`src/rtl/cnn1d_frame_sequencer_pkg.sv`:
```
// Shared constants and FSM state type for the 1-D CNN frame sequencer.
package cnn1d_pkg;

  localparam int DW        = 4;              // pixel / tap width
  localparam int KW        = 3;              // filter taps per output
  localparam int NOUT      = 5;              // outputs per frame
  localparam int NIMG      = NOUT + KW - 1;  // image pixels per frame
  localparam int RW        = 10;             // result width
  localparam int NPROD     = KW * NOUT;      // CNN register-file depth (15)
  localparam int NBEAT     = KW + NIMG;      // input beats per frame (10)
  localparam int FLUSH_CYC = 2;              // RF read register + adder register

  typedef enum logic [2:0] {
    LOAD  = 3'd0,
    WRITE = 3'd1,
    READ  = 3'd2,
    FLUSH = 3'd3,
    DRAIN = 3'd4
  } state_t;

endpackage

```
`src/rtl/cnn1d_frame_sequencer_if.sv`:
```
// Input stream, CNN datapath bus and result stream of the frame sequencer.
//
// Handshake: a beat transfers on a rising clk edge where valid and ready are
// both high. Once valid is raised, the source holds data (and last) stable
// until that transfer; ready may change freely and carries no data.
interface cnn1d_frame_sequencer_if;
  import cnn1d_pkg::*;

  logic          in_valid;
  logic          in_ready;
  logic [DW-1:0] in_data;

  logic          cnn_start;
  logic [DW-1:0] cnn_image;
  logic [DW-1:0] cnn_filter;
  logic          cnn_read_en;
  logic [RW-1:0] conv_result;

  logic          res_valid;
  logic          res_ready;
  logic [RW-1:0] res_data;
  logic          res_last;

  // Sequencer side.
  modport master (
    input  in_valid, in_data, conv_result, res_ready,
    output in_ready, cnn_start, cnn_image, cnn_filter, cnn_read_en,
           res_valid, res_data, res_last
  );

  // Environment side: frame source, CNN datapath and result sink.
  modport slave (
    output in_valid, in_data, conv_result, res_ready,
    input  in_ready, cnn_start, cnn_image, cnn_filter, cnn_read_en,
           res_valid, res_data, res_last
  );
endinterface

```
`src/rtl/cnn1d_result_buffer.sv`:
```
// Captures the five CNN results at their pipeline latency and drains them
// over the result stream.
module cnn1d_result_buffer
  import cnn1d_pkg::*;
(
  input  logic          clk,
  input  logic          reset,
  input  logic          read_en,
  input  logic [RW-1:0] conv_result,
  input  logic          drain,
  input  logic          res_ready,
  output logic          res_valid,
  output logic [RW-1:0] res_data,
  output logic          res_last,
  output logic          drain_done
);

  logic          d1;
  logic          d2;
  logic [2:0]    cap_idx;
  logic [2:0]    out_idx;
  logic [RW-1:0] res_buf [NOUT];

  // Delay read_en by two cycles so capture lines up with the adder output.
  always_ff @(posedge clk or negedge reset) begin
    if (!reset) begin
      d1      <= 1'b0;
      d2      <= 1'b0;
      cap_idx <= '0;
      for (int i = 0; i < NOUT; i++) res_buf[i] <= '0;
    end else begin
      d1 <= read_en;
      d2 <= d1;
      if (d2) begin
        res_buf[cap_idx] <= conv_result;
        cap_idx          <= (cap_idx == 3'(NOUT - 1)) ? 3'd0 : cap_idx + 3'd1;
      end
    end
  end

  // Drain pointer advances on each accepted result, wrapping after y[4].
  always_ff @(posedge clk or negedge reset) begin
    if (!reset) begin
      out_idx <= '0;
    end else if (res_valid && res_ready) begin
      out_idx <= res_last ? 3'd0 : out_idx + 3'd1;
    end
  end

  assign res_valid  = drain;
  assign res_data   = drain ? res_buf[out_idx] : '0;
  assign res_last   = drain && (out_idx == 3'(NOUT - 1));
  assign drain_done = res_valid && res_ready && res_last;

endmodule

```
`src/rtl/cnn1d_frame_sequencer.sv`:
```
// Frame sequencer: loads taps/pixels, drives 15 write and 5 read cycles into
// the CNN datapath, then returns the captured results.
module cnn1d_frame_sequencer
  import cnn1d_pkg::*;
(
  input  logic                           clk,
  input  logic                           reset,
  cnn1d_frame_sequencer_if.master        bus,
  output logic                           busy,
  output state_t                         dbg_state
);

  state_t        state, state_next;
  logic [3:0]    beat;
  logic [1:0]    wr_k, wr_k_next;
  logic [2:0]    wr_j, wr_j_next;
  logic [2:0]    ph_cnt, ph_cnt_next;
  logic [2:0]    pix_idx;
  logic [2:0]    pix_wr;
  logic          accept;
  logic          draining;
  logic          drain_done;
  logic [DW-1:0] tap [KW];
  logic [DW-1:0] pix [NIMG];
  logic          start_q;
  logic          read_en_q;
  logic [DW-1:0] image_q;
  logic [DW-1:0] filter_q;

  assign accept   = (state == LOAD) && bus.in_valid;
  assign draining = (state == DRAIN);
  // Pixel slot for beats 3..9; modulo-8 subtraction lands on 0..6.
  assign pix_wr   = beat[2:0] - 3'(KW);
  assign pix_idx  = wr_j_next + {1'b0, wr_k_next};

  // Next-state and WRITE/READ/FLUSH counter sequencing.
  always_comb begin
    state_next  = state;
    wr_k_next   = wr_k;
    wr_j_next   = wr_j;
    ph_cnt_next = ph_cnt;
    case (state)
      LOAD: begin
        if (accept && beat == 4'(NBEAT - 1)) begin
          state_next = WRITE;
          wr_k_next  = '0;
          wr_j_next  = '0;
        end
      end
      WRITE: begin
        if (wr_k == 2'(KW - 1)) begin
          wr_k_next = '0;
          if (wr_j == 3'(NOUT - 1)) begin
            state_next  = READ;
            ph_cnt_next = '0;
          end else begin
            wr_j_next = wr_j + 3'd1;
          end
        end else begin
          wr_k_next = wr_k + 2'd1;
        end
      end
      READ: begin
        if (ph_cnt == 3'(NOUT - 1)) begin
          state_next  = FLUSH;
          ph_cnt_next = '0;
        end else begin
          ph_cnt_next = ph_cnt + 3'd1;
        end
      end
      FLUSH: begin
        if (ph_cnt == 3'(FLUSH_CYC - 1)) begin
          state_next  = DRAIN;
          ph_cnt_next = '0;
        end else begin
          ph_cnt_next = ph_cnt + 3'd1;
        end
      end
      DRAIN: begin
        if (drain_done) state_next = LOAD;
      end
      default: state_next = LOAD;
    endcase
  end

  // State, counters, and CNN outputs registered from the next-cycle view.
  always_ff @(posedge clk or negedge reset) begin
    if (!reset) begin
      state     <= LOAD;
      wr_k      <= '0;
      wr_j      <= '0;
      ph_cnt    <= '0;
      start_q   <= 1'b0;
      read_en_q <= 1'b0;
      image_q   <= '0;
      filter_q  <= '0;
    end else begin
      state     <= state_next;
      wr_k      <= wr_k_next;
      wr_j      <= wr_j_next;
      ph_cnt    <= ph_cnt_next;
      start_q   <= (state_next == WRITE);
      read_en_q <= (state_next == READ);
      image_q   <= (state_next == WRITE) ? pix[pix_idx] : '0;
      filter_q  <= (state_next == WRITE) ? tap[wr_k_next] : '0;
    end
  end

  // Beat counter and tap/pixel stores, written only on input handshakes.
  always_ff @(posedge clk or negedge reset) begin
    if (!reset) begin
      beat <= '0;
      for (int i = 0; i < KW; i++)   tap[i] <= '0;
      for (int i = 0; i < NIMG; i++) pix[i] <= '0;
    end else if (accept) begin
      beat <= (beat == 4'(NBEAT - 1)) ? 4'd0 : beat + 4'd1;
      if (beat < 4'(KW)) tap[beat[1:0]] <= bus.in_data;
      else               pix[pix_wr]    <= bus.in_data;
    end
  end

  cnn1d_result_buffer u_result_buffer (
    .clk         (clk),
    .reset       (reset),
    .read_en     (read_en_q),
    .conv_result (bus.conv_result),
    .drain       (draining),
    .res_ready   (bus.res_ready),
    .res_valid   (bus.res_valid),
    .res_data    (bus.res_data),
    .res_last    (bus.res_last),
    .drain_done  (drain_done)
  );

  assign bus.in_ready    = (state == LOAD);
  assign bus.cnn_start   = start_q;
  assign bus.cnn_read_en = read_en_q;
  assign bus.cnn_image   = image_q;
  assign bus.cnn_filter  = filter_q;
  assign busy            = (state != LOAD);
  assign dbg_state       = state;

endmodule

```
`src/flat_wrapper.sv`:
```
// flat-port wrapper written by rule: the top's interface ports become plain ports
module cnn1d_frame_sequencer_flat import cnn1d_pkg::*;
  (clk, reset, busy, dbg_state, bus_in_valid, bus_in_data, bus_conv_result, bus_res_ready, bus_in_ready, bus_cnn_start, bus_cnn_image, bus_cnn_filter, bus_cnn_read_en, bus_res_valid, bus_res_data, bus_res_last);
  cnn1d_frame_sequencer_if bus_i ();
  input  logic clk;
  input  logic reset;
  output logic busy;
  output state_t dbg_state;
  input wire logic [$bits(bus_i.in_valid)-1:0] bus_in_valid;
  input wire logic [$bits(bus_i.in_data)-1:0] bus_in_data;
  input wire logic [$bits(bus_i.conv_result)-1:0] bus_conv_result;
  input wire logic [$bits(bus_i.res_ready)-1:0] bus_res_ready;
  output wire logic [$bits(bus_i.in_ready)-1:0] bus_in_ready;
  output wire logic [$bits(bus_i.cnn_start)-1:0] bus_cnn_start;
  output wire logic [$bits(bus_i.cnn_image)-1:0] bus_cnn_image;
  output wire logic [$bits(bus_i.cnn_filter)-1:0] bus_cnn_filter;
  output wire logic [$bits(bus_i.cnn_read_en)-1:0] bus_cnn_read_en;
  output wire logic [$bits(bus_i.res_valid)-1:0] bus_res_valid;
  output wire logic [$bits(bus_i.res_data)-1:0] bus_res_data;
  output wire logic [$bits(bus_i.res_last)-1:0] bus_res_last;
  assign bus_i.in_valid = bus_in_valid;
  assign bus_i.in_data = bus_in_data;
  assign bus_i.conv_result = bus_conv_result;
  assign bus_i.res_ready = bus_res_ready;
  assign bus_in_ready = bus_i.in_ready;
  assign bus_cnn_start = bus_i.cnn_start;
  assign bus_cnn_image = bus_i.cnn_image;
  assign bus_cnn_filter = bus_i.cnn_filter;
  assign bus_cnn_read_en = bus_i.cnn_read_en;
  assign bus_res_valid = bus_i.res_valid;
  assign bus_res_data = bus_i.res_data;
  assign bus_res_last = bus_i.res_last;
  cnn1d_frame_sequencer u_core (.clk(clk), .reset(reset), .bus(bus_i), .busy(busy), .dbg_state(dbg_state));
endmodule
```
`config.mk`:
```
export PLATFORM = sky130hd
export DESIGN_NAME = cnn1d_frame_sequencer_flat
export DESIGN_NICKNAME = d
export VERILOG_FILES = /design/src/rtl/cnn1d_frame_sequencer_pkg.sv /design/src/rtl/cnn1d_frame_sequencer_if.sv /design/src/rtl/cnn1d_result_buffer.sv /design/src/rtl/cnn1d_frame_sequencer.sv /design/src/flat_wrapper.sv
export SDC_FILE = /design/constraint.sdc
export NUM_CORES = 1
export LEC_CHECK = 0
export ABC_AREA = 1
export ABC_CLOCK_PERIOD_IN_PS = 3100
export CAP_MARGIN = 30
export CELL_PAD_IN_SITES_DETAIL_PLACEMENT = 2
export CELL_PAD_IN_SITES_GLOBAL_PLACEMENT = 2
export CORE_MARGIN = 5
export CORE_UTILIZATION = 32
export CTS_BUF_LIST = sky130_fd_sc_hd__clkbuf_8 sky130_fd_sc_hd__clkbuf_16
export DETAILED_ROUTE_END_ITERATION = 8
export PLACE_DENSITY = 0.77
export SLEW_MARGIN = 20
export SYNTH_ARGS = -nofsm -noshare
export SYNTH_HDL_FRONTEND = slang
export SYNTH_HIERARCHICAL = 1
export SYNTH_SLANG_ARGS = --single-unit
```
`constraint.sdc`:
```
create_clock -name clk -period 3.1 [get_ports clk]
set_clock_uncertainty 0.05 [all_clocks]
set_input_delay 0.465 -clock clk [delete_from_list [all_inputs] [get_ports clk]]
set_output_delay 0.465 -clock clk [all_outputs]
set_load 0.05 [all_outputs]
```
==> flow_metrics.tcl, run 1 <==
set metrics [dict create \
    switching_share_pct 42.91 \
    ir_drop_mv 0.4653 \
    dpl.cell_count 992 \
    grt.overflow.total 0 \
    io_buffers 44 \
    synth.distinct_cells 34 \
    rsz0062_at_grt "no" \
    final_cell_mix "nand2_1, dfrtp_1, o21ai_1" \
    drv_slew 0 \
    dr.first_iter.drc_count 190 \
    yosysWarnings 6 \
    synth-edff-count 0 \
    worstSetupPathType "reg2reg" \
    status "finished clean" \
    p_total_mw 8.668 \
    rows 50 \
    power_frac_comb_pct 44.8 \
    arrival_ns 3.15 \
    wl_met1_um 8292 \
    wl_per_cell_um 18.26 \
    wl_met3_um 446 \
    yosys_register_bits 123 \
    grt_usage_pct 18.44 \
    final_nets 815 \
    fin_util_pct 39.85 \
    vias 5188 \
    route.detailed.drc 0 \
    switchingPower_mw 3.719 \
    required_ns 3.37 \
    die-area_um2 21520 \
    synth.top_cell.area_share_pct 51.49 \
    start_util_pct 32.18 \
    async_reset_ff_share_pct 100.0 \
    rr_endpoint "u_core/bus.cnn_image[0]" \
    synthCells 723 \
    cts_made_buffers 17 \
    p_leak_nw 3.689 \
    synth_area_um2 5978 \
    grt_pass1_wl_um 31670 \
    min_to "u_core/u_result_buffer/d2" \
    htreeDepth 4 \
    maxCapViolCount 0 \
    post-route-period-util_pct 93.02 \
    internal_power_mw 4.949 \
    ys.flop_type "dfrtp_1" \
    dr_wl_met2_um 9848 \
    end_kind "flip-flop" \
    die_w_um 146.7 \
    worstHoldPathCells 0 \
    core_um2 18580 \
    path_cells "inv_1, ha_2, nand3_2, o21ai_2, nand2_1, a32o_1, ha_1, inv_1, fa_1, inv_4, buf_4, a32o_1, nand2_1, nand2_1, nor2_1" \
    area_growth_pct 23.84 \
    drive_gt1_share_pct 13.35 \
    firstDrtPassIters 4 \
    gp_congestion 0.8458 \
    startpoint "u_core/beat[1]" \
    insertion_delay_ns 0.42 \
    dp_hpwl_um 13190 \
    hold_path.class "reg2reg" \
    yosysSeqAreaShare_pct 51.49 \
    final_antenna_net_count 0 \
    cts_tree "built" \
    grt_start_max_net_pins 55 \
    start_kind "flip-flop" \
    r2r_cells 15 \
    clock_path_buffers 2 \
    syn_nets 757 \
    seqPwrFrac_pct 32.6 \
    clkPwrFrac_pct 22.5 \
    setup_viol 0 \
    finalCriticalPeriod_ns 2.884 \
    crit_fanout 8 \
    cpPeakStageDelay_ns 0.47 \
    r2r-start "u_core/beat[1]" \
    cts.sinks 123 \
    r2r_slack_ns 0.22 \
    fin_setup_tns_ns 0 \
    layout.cells.non_filler 1028 \
    slew_headroom_pct 44.73 \
    cts-root-buf "clkbuf_16" \
    worst_slew_pin_slew_ns 0.8271 \
    max_clock_freq_mhz 346.8 \
    yosysTopAreaCell "dfrtp_1" \
    io_pins 45 \
    cpMostUsedCell "nand2_1" \
    syn_avg_cell_area_um2 8.269 \
    diodes 0 \
    hp-start "u_core/u_result_buffer/d1" \
    grt_pass1_vias 6044 \
    clkTransAtPathRegs_ns 0.06 \
    layout_commonest_cell "nand2_1" \
    synth_area_leaders "dfrtp_1, nand2_1, o21ai_1, nand3_1, inv_1" \
    fp.dieH_um 146.7 \
    crit_slowest_cell "fa_1" \
    viasPerCell 5.047 \
    pwr_density_cell_nw_per_um2 1171 \
    routed_wl_um 18780 \
    hold_violations 0 \
    antenna_found_initial 0 \
    top_layer_used "met4" \
]
per-stage QoR:
step	worst slack (ns)	hold slack (ns)	cell area (µm²)
after global routing	0.02384	0.3243	7403
after floorplan	0.02603	0.1194	5982
final	0.2165	0.3043	7403
after global placement	0.07158	0.2849	6769
after detailed placement	-0.08633	0.2886	6769
after CTS	0.08732	0.3105	7363
per-layer routing:
| metal | global-route usage, % | vias to the layer above |
|---|---|---|
| li1 | - | 2469 |
| met1 | 21.88 | 2649 |
| met2 | 33.58 | 57 |
| met3 | 4.066 | 13 |
| met4 | 4.845 | 0 |
| met5 | 0 | - |
cell usage after synthesis (2+ instances only):
master,n
o21ai_2,4
nand2_4,5
inv_1,64
ha_1,15
inv_2,4
buf_4,2
clkbuf_1,6
nand2_2,11
nand3_1,58
clkinv_2,2
nor2_1,30
buf_2,13
nand3_2,2
nand2_1,223
nor2_4,2
nor2_8,2
dfrtp_1,123
o21ai_1,73
o21ai_0,27
nor2_2,4
a32o_1,5
a21oi_1,36
power by group through the flow:
stage          clock network [mW]  logic [mW]  registers (mW)
2_1_floorplan                   0        2.43            2.90
3_3_place_gp                    0        3.46            2.80
3_5_place_dp                    0        3.73            2.85
4_1_cts                      2.01        3.80            2.84
5_1_grt                      2.09        4.35            2.92
6_report                     1.95        3.88            2.83
cell type report:
type                       instances  area (µm²)
inverter                          70       271.5
timing repair buffer              62       645.6
multi-input combinational        507        2529
tap                              234       292.8
sequential                       123        3080
clock buffer                      22       494.2
fill                            2096       11180
clock inverter                    10       90.09
worst max-delay path: cells and delay by family (launching register included):
family          cells  cell delay (ns)
compound gates      3             0.61
fa+ha+maj           3             0.89
buf+inv             4             0.43
flops               1             0.42
simple gates        5             0.39
cells by family after synthesis:
logic type,synth area share [%]
buffers and inverters,6.404
AND/OR/NAND/NOR,25.22
AO/OA/AOI/OAI,13.42
adder cells (fa/ha/maj),3.474
flip-flops,51.49
how the worst max path moves through the flow:
stage | cells past startpoint | to | slack (ns)
after floorplan | 16 | u_core/bus.cnn_image[0] | 0.03
after CTS | 15 | u_core/bus.cnn_image[0] | 0.09
after global routing | 15 | u_core/bus.cnn_image[0] | 0.02
after detailed placement | 14 | u_core/bus.cnn_image[0] | -0.09
final | 15 | u_core/bus.cnn_image[0] | 0.22
after global placement | 14 | u_core/bus.cnn_image[3] | 0.07
state kept, by name, summed over array words and instances, names as in the netlist, 4 cells and up:
name and count:
u_core/u_result_buffer/res_buf 50, u_core/pix 28, u_core/tap 12, u_core/beat 4, u_core/bus.cnn_filter 4, u_core/bus.cnn_image 4
repair_timing:
action / 4_1_cts / 5_1_grt
hold buffers: 1 / 0
hold endpoints to repair: 19 / 0
setup endpoints to repair: 3 / 4
gates resized for setup: 1 / 5
setup buffers: 0 / 3
pin swaps: 0 / 1
(Power assumes the default switching activity.)
==> run 2, diff against run 1 <==
--- a/constraint.sdc
+++ b/constraint.sdc
@@ -3,3 +3,3 @@
 set_input_delay 0.465 -clock clk [delete_from_list [all_inputs] [get_ports clk]]
 set_output_delay 0.465 -clock clk [all_outputs]
-set_load 0.05 [all_outputs]
+set_load 0.02 [all_outputs]
==> run 2 against run 1 <==
Effect of this change:
- global-route usage down 0.22 points
- setup slack worse by 0.045 ns
- routed wire length up 0.48%
- utilization down 0.30 points
- cell count about the same
- design area down 0.74%
- clock power about the same
- fmax down 1.5%
- via count up 0.27%
- sequential power about the same
- sequential share of layout area up 0.29 points
- combinational power down 5.9%
==> flow_metrics.tcl, run 2 (synthesis gave the netlist of run 1 again) <==
set metrics [dict create \
    grt_pass1_vias 5972 \
    worstSetupPathType "reg2reg" \
    finalCriticalPeriod_ns 2.928 \
    multiInputGateArea_um2 2547 \
    final_antenna_net_count 0 \
    largest_reg_flops 50 \
    crit_fanout 9 \
    drv_slew 0 \
    dp_hpwl_um 13150 \
    cts-root-buf "clkbuf_16" \
    cts_tree "built" \
    viasPerCell 5.065 \
    io_buffers 44 \
    layout_commonest_cell "nand2_1" \
    end_kind "flip-flop" \
    pwr_density_cell_nw_per_um2 1147 \
    clkTransAtPathRegs_ns 0.06 \
    register_area_um2 3079 \
    diodes 0 \
    maxCapViolCount 0 \
    reg_top3 "u_core/u_result_buffer/res_buf (50), u_core/pix (28), u_core/tap (12)" \
    cpPeakStageDelay_ns 0.55 \
    arrival_ns 3.17 \
    hold_path.class "in2async" \
    status "finished clean" \
    placed_area_um2 6744 \
    fp.dieH_um 146.7 \
    grt.overflow.total 0 \
    cts.sinks 123 \
    area_growth_pct 22.92 \
    vias 5202 \
    crit_slowest_cell "fa_1" \
    firstDrtPassIters 4 \
    p_leak_nw 3.645 \
    grt_usage_pct 18.22 \
    max_clock_freq_mhz 341.5 \
    route.detailed.drc 0 \
    htreeDepth 4 \
    cts_made_buffers 17 \
    slew_headroom_pct 44.21 \
    top_register "u_core/u_result_buffer/res_buf" \
    p_total_mw 8.430 \
    crit_family "simple AND/OR/NAND/NOR gates" \
    rsz0062_at_grt "yes" \
    antenna_found_initial 0 \
    io_pins 45 \
    drive_gt1_share_pct 11.48 \
    clock_path_buffers 2 \
    nFillCells 2080 \
    final_area_um2 7348 \
    gp_congestion 0.8318 \
    die-area_um2 21520 \
    die_w_um 146.7 \
    ir_drop_mv 0.5375 \
    post-route-period-util_pct 94.45 \
    routed_wl_um 18870 \
    setup_viol 0 \
    grt_start_max_net_pins 57 \
    final_cell_mix "nand2_1, dfrtp_1, o21ai_1" \
    rows 50 \
    worst_slew_pin_slew_ns 0.8349 \
    path_cells "nor2_2, nand2_2, o21ai_1, nand2_1, inv_1, ha_1, inv_1, fa_1, inv_4, buf_4, a21oi_1, a21oi_1, nor2_1, nor2_1" \
    grt_pass1_wl_um 31420 \
    dr.first_iter.drc_count 168 \
    path_buf_inv 4 \
    insertion_delay_ns 0.41 \
    final_nets 814 \
    post_cts_buffers 0 \
    start_util_pct 32.18 \
    required_ns 3.34 \
    core_um2 18580 \
    start_kind "flip-flop" \
    wl_per_cell_um 18.37 \
    hold_violations 0 \
]
==> run 2: layout make-up <==
| class | count | area share, % |
|---|---|---|
| inverter | 70 | 3.644 |
| clock inverter | 14 | 1.788 |
| tap | 234 | 3.984 |
| sequential | 123 | 41.90 |
| clock buffer | 18 | 5.976 |
| timing repair buffer | 61 | 8.037 |
| multi-input combinational | 507 | 34.67 |
==> run 2: where the power goes <==
part           switching [mW]  total (mW)  internal (mW)
combinational            2.28        3.65           1.37
sequential              0.522        2.86           2.34
clock                   0.736        1.93           1.19
total                    3.54        8.43           4.89
==> run 2: worst paths after layout <==
kind | startpoint | endpoint | slack, ns | cells after the start
min in group clk | u_core/u_result_buffer/d1 | u_core/u_result_buffer/d2 | 0.31 | 0
setup reg to reg | u_core/dbg_state[2] | u_core/bus.cnn_image[1] | 0.17 | 14
max in group asynchronous | reset | u_core/pix[10] | 2.17 | 2
hold / removal | reset | u_core/u_result_buffer/res_buf[28] | 0.05 | 1
setup / recovery | u_core/dbg_state[2] | u_core/bus.cnn_image[1] | 0.17 | 14
hold reg to reg | u_core/u_result_buffer/d1 | u_core/u_result_buffer/d2 | 0.31 | 0
==> run 2: per-stage QoR <==
stage | hold slack, ns | util [%] | TNS, ns | worst slack (ns) | std cells
final | 0.05316 | 39.55 | 0 | 0.1719 | 1027
after global routing | 0.1097 | 39.55 | -0.004173 | -0.004173 | 1027
after CTS | 0.08363 | 39.39 | -0.009907 | -0.009907 | 1027
after detailed placement | 0.3018 | 36.30 | -0.1013 | -0.05056 | 995
after global placement | 0.2939 | 36.30 | 0 | 0.06711 | 995
after floorplan | 0.1194 | - | 0 | 0.1615 | 723
==> run 2: worst register-to-register path, stage by stage (launching register included) <==
cell     delay [ns]
dfrtp_1        0.48
nor2_2         0.28
nand2_2        0.15
o21ai_1        0.20
nand2_1        0.13
inv_1          0.11
ha_1           0.15
inv_1          0.05
fa_1           0.55
inv_4          0.08
buf_4          0.15
a21oi_1        0.12
a21oi_1        0.09
nor2_1         0.14
nor2_1         0.07
==> run 2: routing by layer <==
layer | global-route usage (%) | vias to the layer above | routed length (µm)
li1 | - | 2461 | -
met1 | 20.85 | 2673 | 7872
met2 | 34.80 | 54 | 10430
met3 | 3.383 | 14 | 420
met4 | 4.327 | 0 | 147
met5 | 0 | - | 0
==> run 2: repair_timing <==
item | in CTS | in global routing
endpoints found under the setup margin | 5 | 6
pin swaps | 0 | 1
resized for setup | 2 | 7
hold buffers | 0 | 0
==> run 3, diff against run 2 <==
ABC_CLOCK_PERIOD_IN_PS = 3050   (was 3100)
CORE_UTILIZATION = 35   (was 32)
HOLD_SLACK_MARGIN = 0.15   (was default)
PLACE_DENSITY = 0.8   (was 0.77)
SKIP_LAST_GASP = 1   (was default)
clock period = 3.05 ns   (was 3.1 ns; I/O delays follow)
==> run 3 against run 2 <==
Effect of this change:
- fmax fell by 0.25%
- sequential power rose by 2%
- die area fell by 8.0%
- global-route usage rose by 3.0 points
- setup slack got worse by 0.057 ns
- combinational power rose by 9.0%
- non-clock buffer count rose by 14
- power rose by 7.4%
==> flow_metrics.tcl, run 3 (synthesis gave the netlist of run 1 again) <==
set metrics [dict create \
    htreeDepth 4 \
    core_um2 16640 \
    grt.overflow.total 0 \
    layout_commonest_cell "nand2_1" \
    post-route-period-util_pct 96.24 \
    final_cell_mix "nand2_1, dfrtp_1, o21ai_1" \
    dr.first_iter.drc_count 227 \
    io_buffers 44 \
    gp_congestion 0.7890 \
    antenna_found_initial 0 \
    grt_usage_pct 21.24 \
    route.detailed.drc 0 \
    pre_cts_ws_ns -0.1289 \
    firstDrtPassIters 4 \
    cpMostUsedCell "inv_1" \
    cts_made_buffers 17 \
    vias 5321 \
    worstHoldPathCells 0 \
    grt_start_max_net_pins 65 \
    p_total_mw 9.053 \
    crit_family "adder cells" \
    worstSetupPathType "reg2reg" \
    crit_fanout 5 \
    rows 47 \
    start_kind "flip-flop" \
    grt_pass1_vias 6119 \
    path_cells "inv_1, ha_1, nand2_2, inv_1, o21ai_2, a32o_2, ha_1, inv_1, fa_2, clkinvlp_4, a32o_1, nand2_1, nand2_1, nor2_1" \
    rr_endpoint "u_core/bus.cnn_image[3]" \
    min_to "u_core/u_result_buffer/d2" \
    crit_slowest_cell "fa_2" \
    p_leak_nw 3.734 \
    r2r_cells 14 \
    slew_headroom_pct 41.88 \
    max_clock_freq_mhz 340.7 \
    final.setup.worst_slack_ns 0.1147 \
    top_register "u_core/u_result_buffer/res_buf" \
    io_pins 45 \
    die-area_um2 19800 \
    pwr_density_cell_nw_per_um2 1207 \
    wl_per_cell_um 19.94 \
    routed_wl_um 20480 \
    required_ns 3.35 \
    clkTransAtPathRegs_ns 0.05 \
    fp.dieH_um 140.7 \
    r2r-start "u_core/wr_j[0]" \
    hold_path.class "reg2reg" \
    dp_hpwl_um 13440 \
    status "finished clean" \
    finalCriticalPeriod_ns 2.935 \
    reg_top3 "u_core/u_result_buffer/res_buf (50), u_core/pix (28), u_core/tap (12)" \
    worst_slew_pin_slew_ns 0.8718 \
    path_buf_inv 4 \
    multiInputGateArea_um2 2555 \
    final_antenna_net_count 0 \
    cts_tree "built" \
    register_area_um2 3079 \
    grt_pass1_wl_um 32890 \
    start_util_pct 35.92 \
    cpPeakStageDelay_ns 0.62 \
    hold_violations 0 \
    end_kind "flip-flop" \
    setup_viol 0 \
    cts-root-buf "clkbuf_16" \
    drive_gt1_share_pct 13.75 \
    die_w_um 140.7 \
    area_growth_pct 25.43 \
    insertion_delay_ns 0.42 \
    clock_path_buffers 2 \
    hp-start "u_core/u_result_buffer/d1" \
    maxCapViolCount 0 \
    ir_drop_mv 0.5112 \
    drv_slew 0 \
    r2r_slack_ns 0.11 \
    diodes 0 \
    viasPerCell 5.181 \
    final_nets 829 \
    nFillCells 1800 \
    arrival_ns 3.23 \
    cts.sinks 123 \
    largest_reg_flops 50 \
]
==> run 3: through the flow <==
step	setup TNS (ns)	hold slack, ns	cells	cell area [µm²]	util, %
2_1_floorplan	0	0.1119	723	5978	-
3_3_place_gp	0	0.2885	983	6729	40.43
3_5_place_dp	-0.3791	0.2957	983	6729	40.43
4_1_cts	0	0.3188	1015	7377	44.33
5_1_grt	-0.2014	0.3236	1027	7498	45.06
6_report	0	0.3105	1027	7498	45.06
==> run 3: routing by layer <==
metal | GRT usage [%] | vias up | share of wire [%]
li1 | - | 2484 | -
met1 | 24.01 | 2697 | 40
met2 | 40.20 | 101 | 54
met3 | 3.759 | 39 | 3.1
met4 | 6.986 | 0 | 2.7
met5 | 0 | - | 0
==> run 3: power breakdown <==
| part | total [mW] | switching, mW | internal, mW | leakage (nW) |
|---|---|---|---|---|
| Combinational | 3.98 | 2.50 | 1.48 | 1.96 |
| Sequential | 2.92 | 0.544 | 2.37 | 1.47 |
| Clock | 2.15 | 0.753 | 1.40 | 0.306 |
| Total | 9.05 | 3.80 | 5.26 | 3.73 |
==> run 3: worst max-delay path by stage <==
stage,startpoint,to,slack (ns),depth (start not counted)
floorplan,u_core/dbg_state[0],u_core/bus.cnn_image[1],0.11,17
global placement,bus_in_valid,u_core/bus.cnn_image[2],0.003,14
detailed placement,bus_in_valid,u_core/bus.cnn_image[2],-0.13,14
CTS,u_core/beat[1],u_core/bus.cnn_image[0],0.006,14
global route,u_core/wr_j[0],u_core/bus.cnn_image[0],-0.07,14
finish,u_core/wr_j[0],u_core/bus.cnn_image[3],0.11,14
==> run 3: repair_timing <==
action,CTS,global route
hold buffers,1,0
cloned,0,1
pin swaps,0,7
hold endpoints to repair,58,0
resized for setup,5,11
buffers inserted,0,11
setup endpoints to repair,8,6
==> run 3: layout make-up <==
type / count / share of cell area (%)
Tap cell: 220 / 3.671
Inverter: 70 / 3.621
Multi-Input combinational cell: 507 / 34.07
Timing Repair inverter: 1 / 0.1001
Timing Repair Buffer: 75 / 9.144
Clock inverter: 12 / 2.286
Clock buffer: 19 / 6.040
Sequential cell: 123 / 41.06
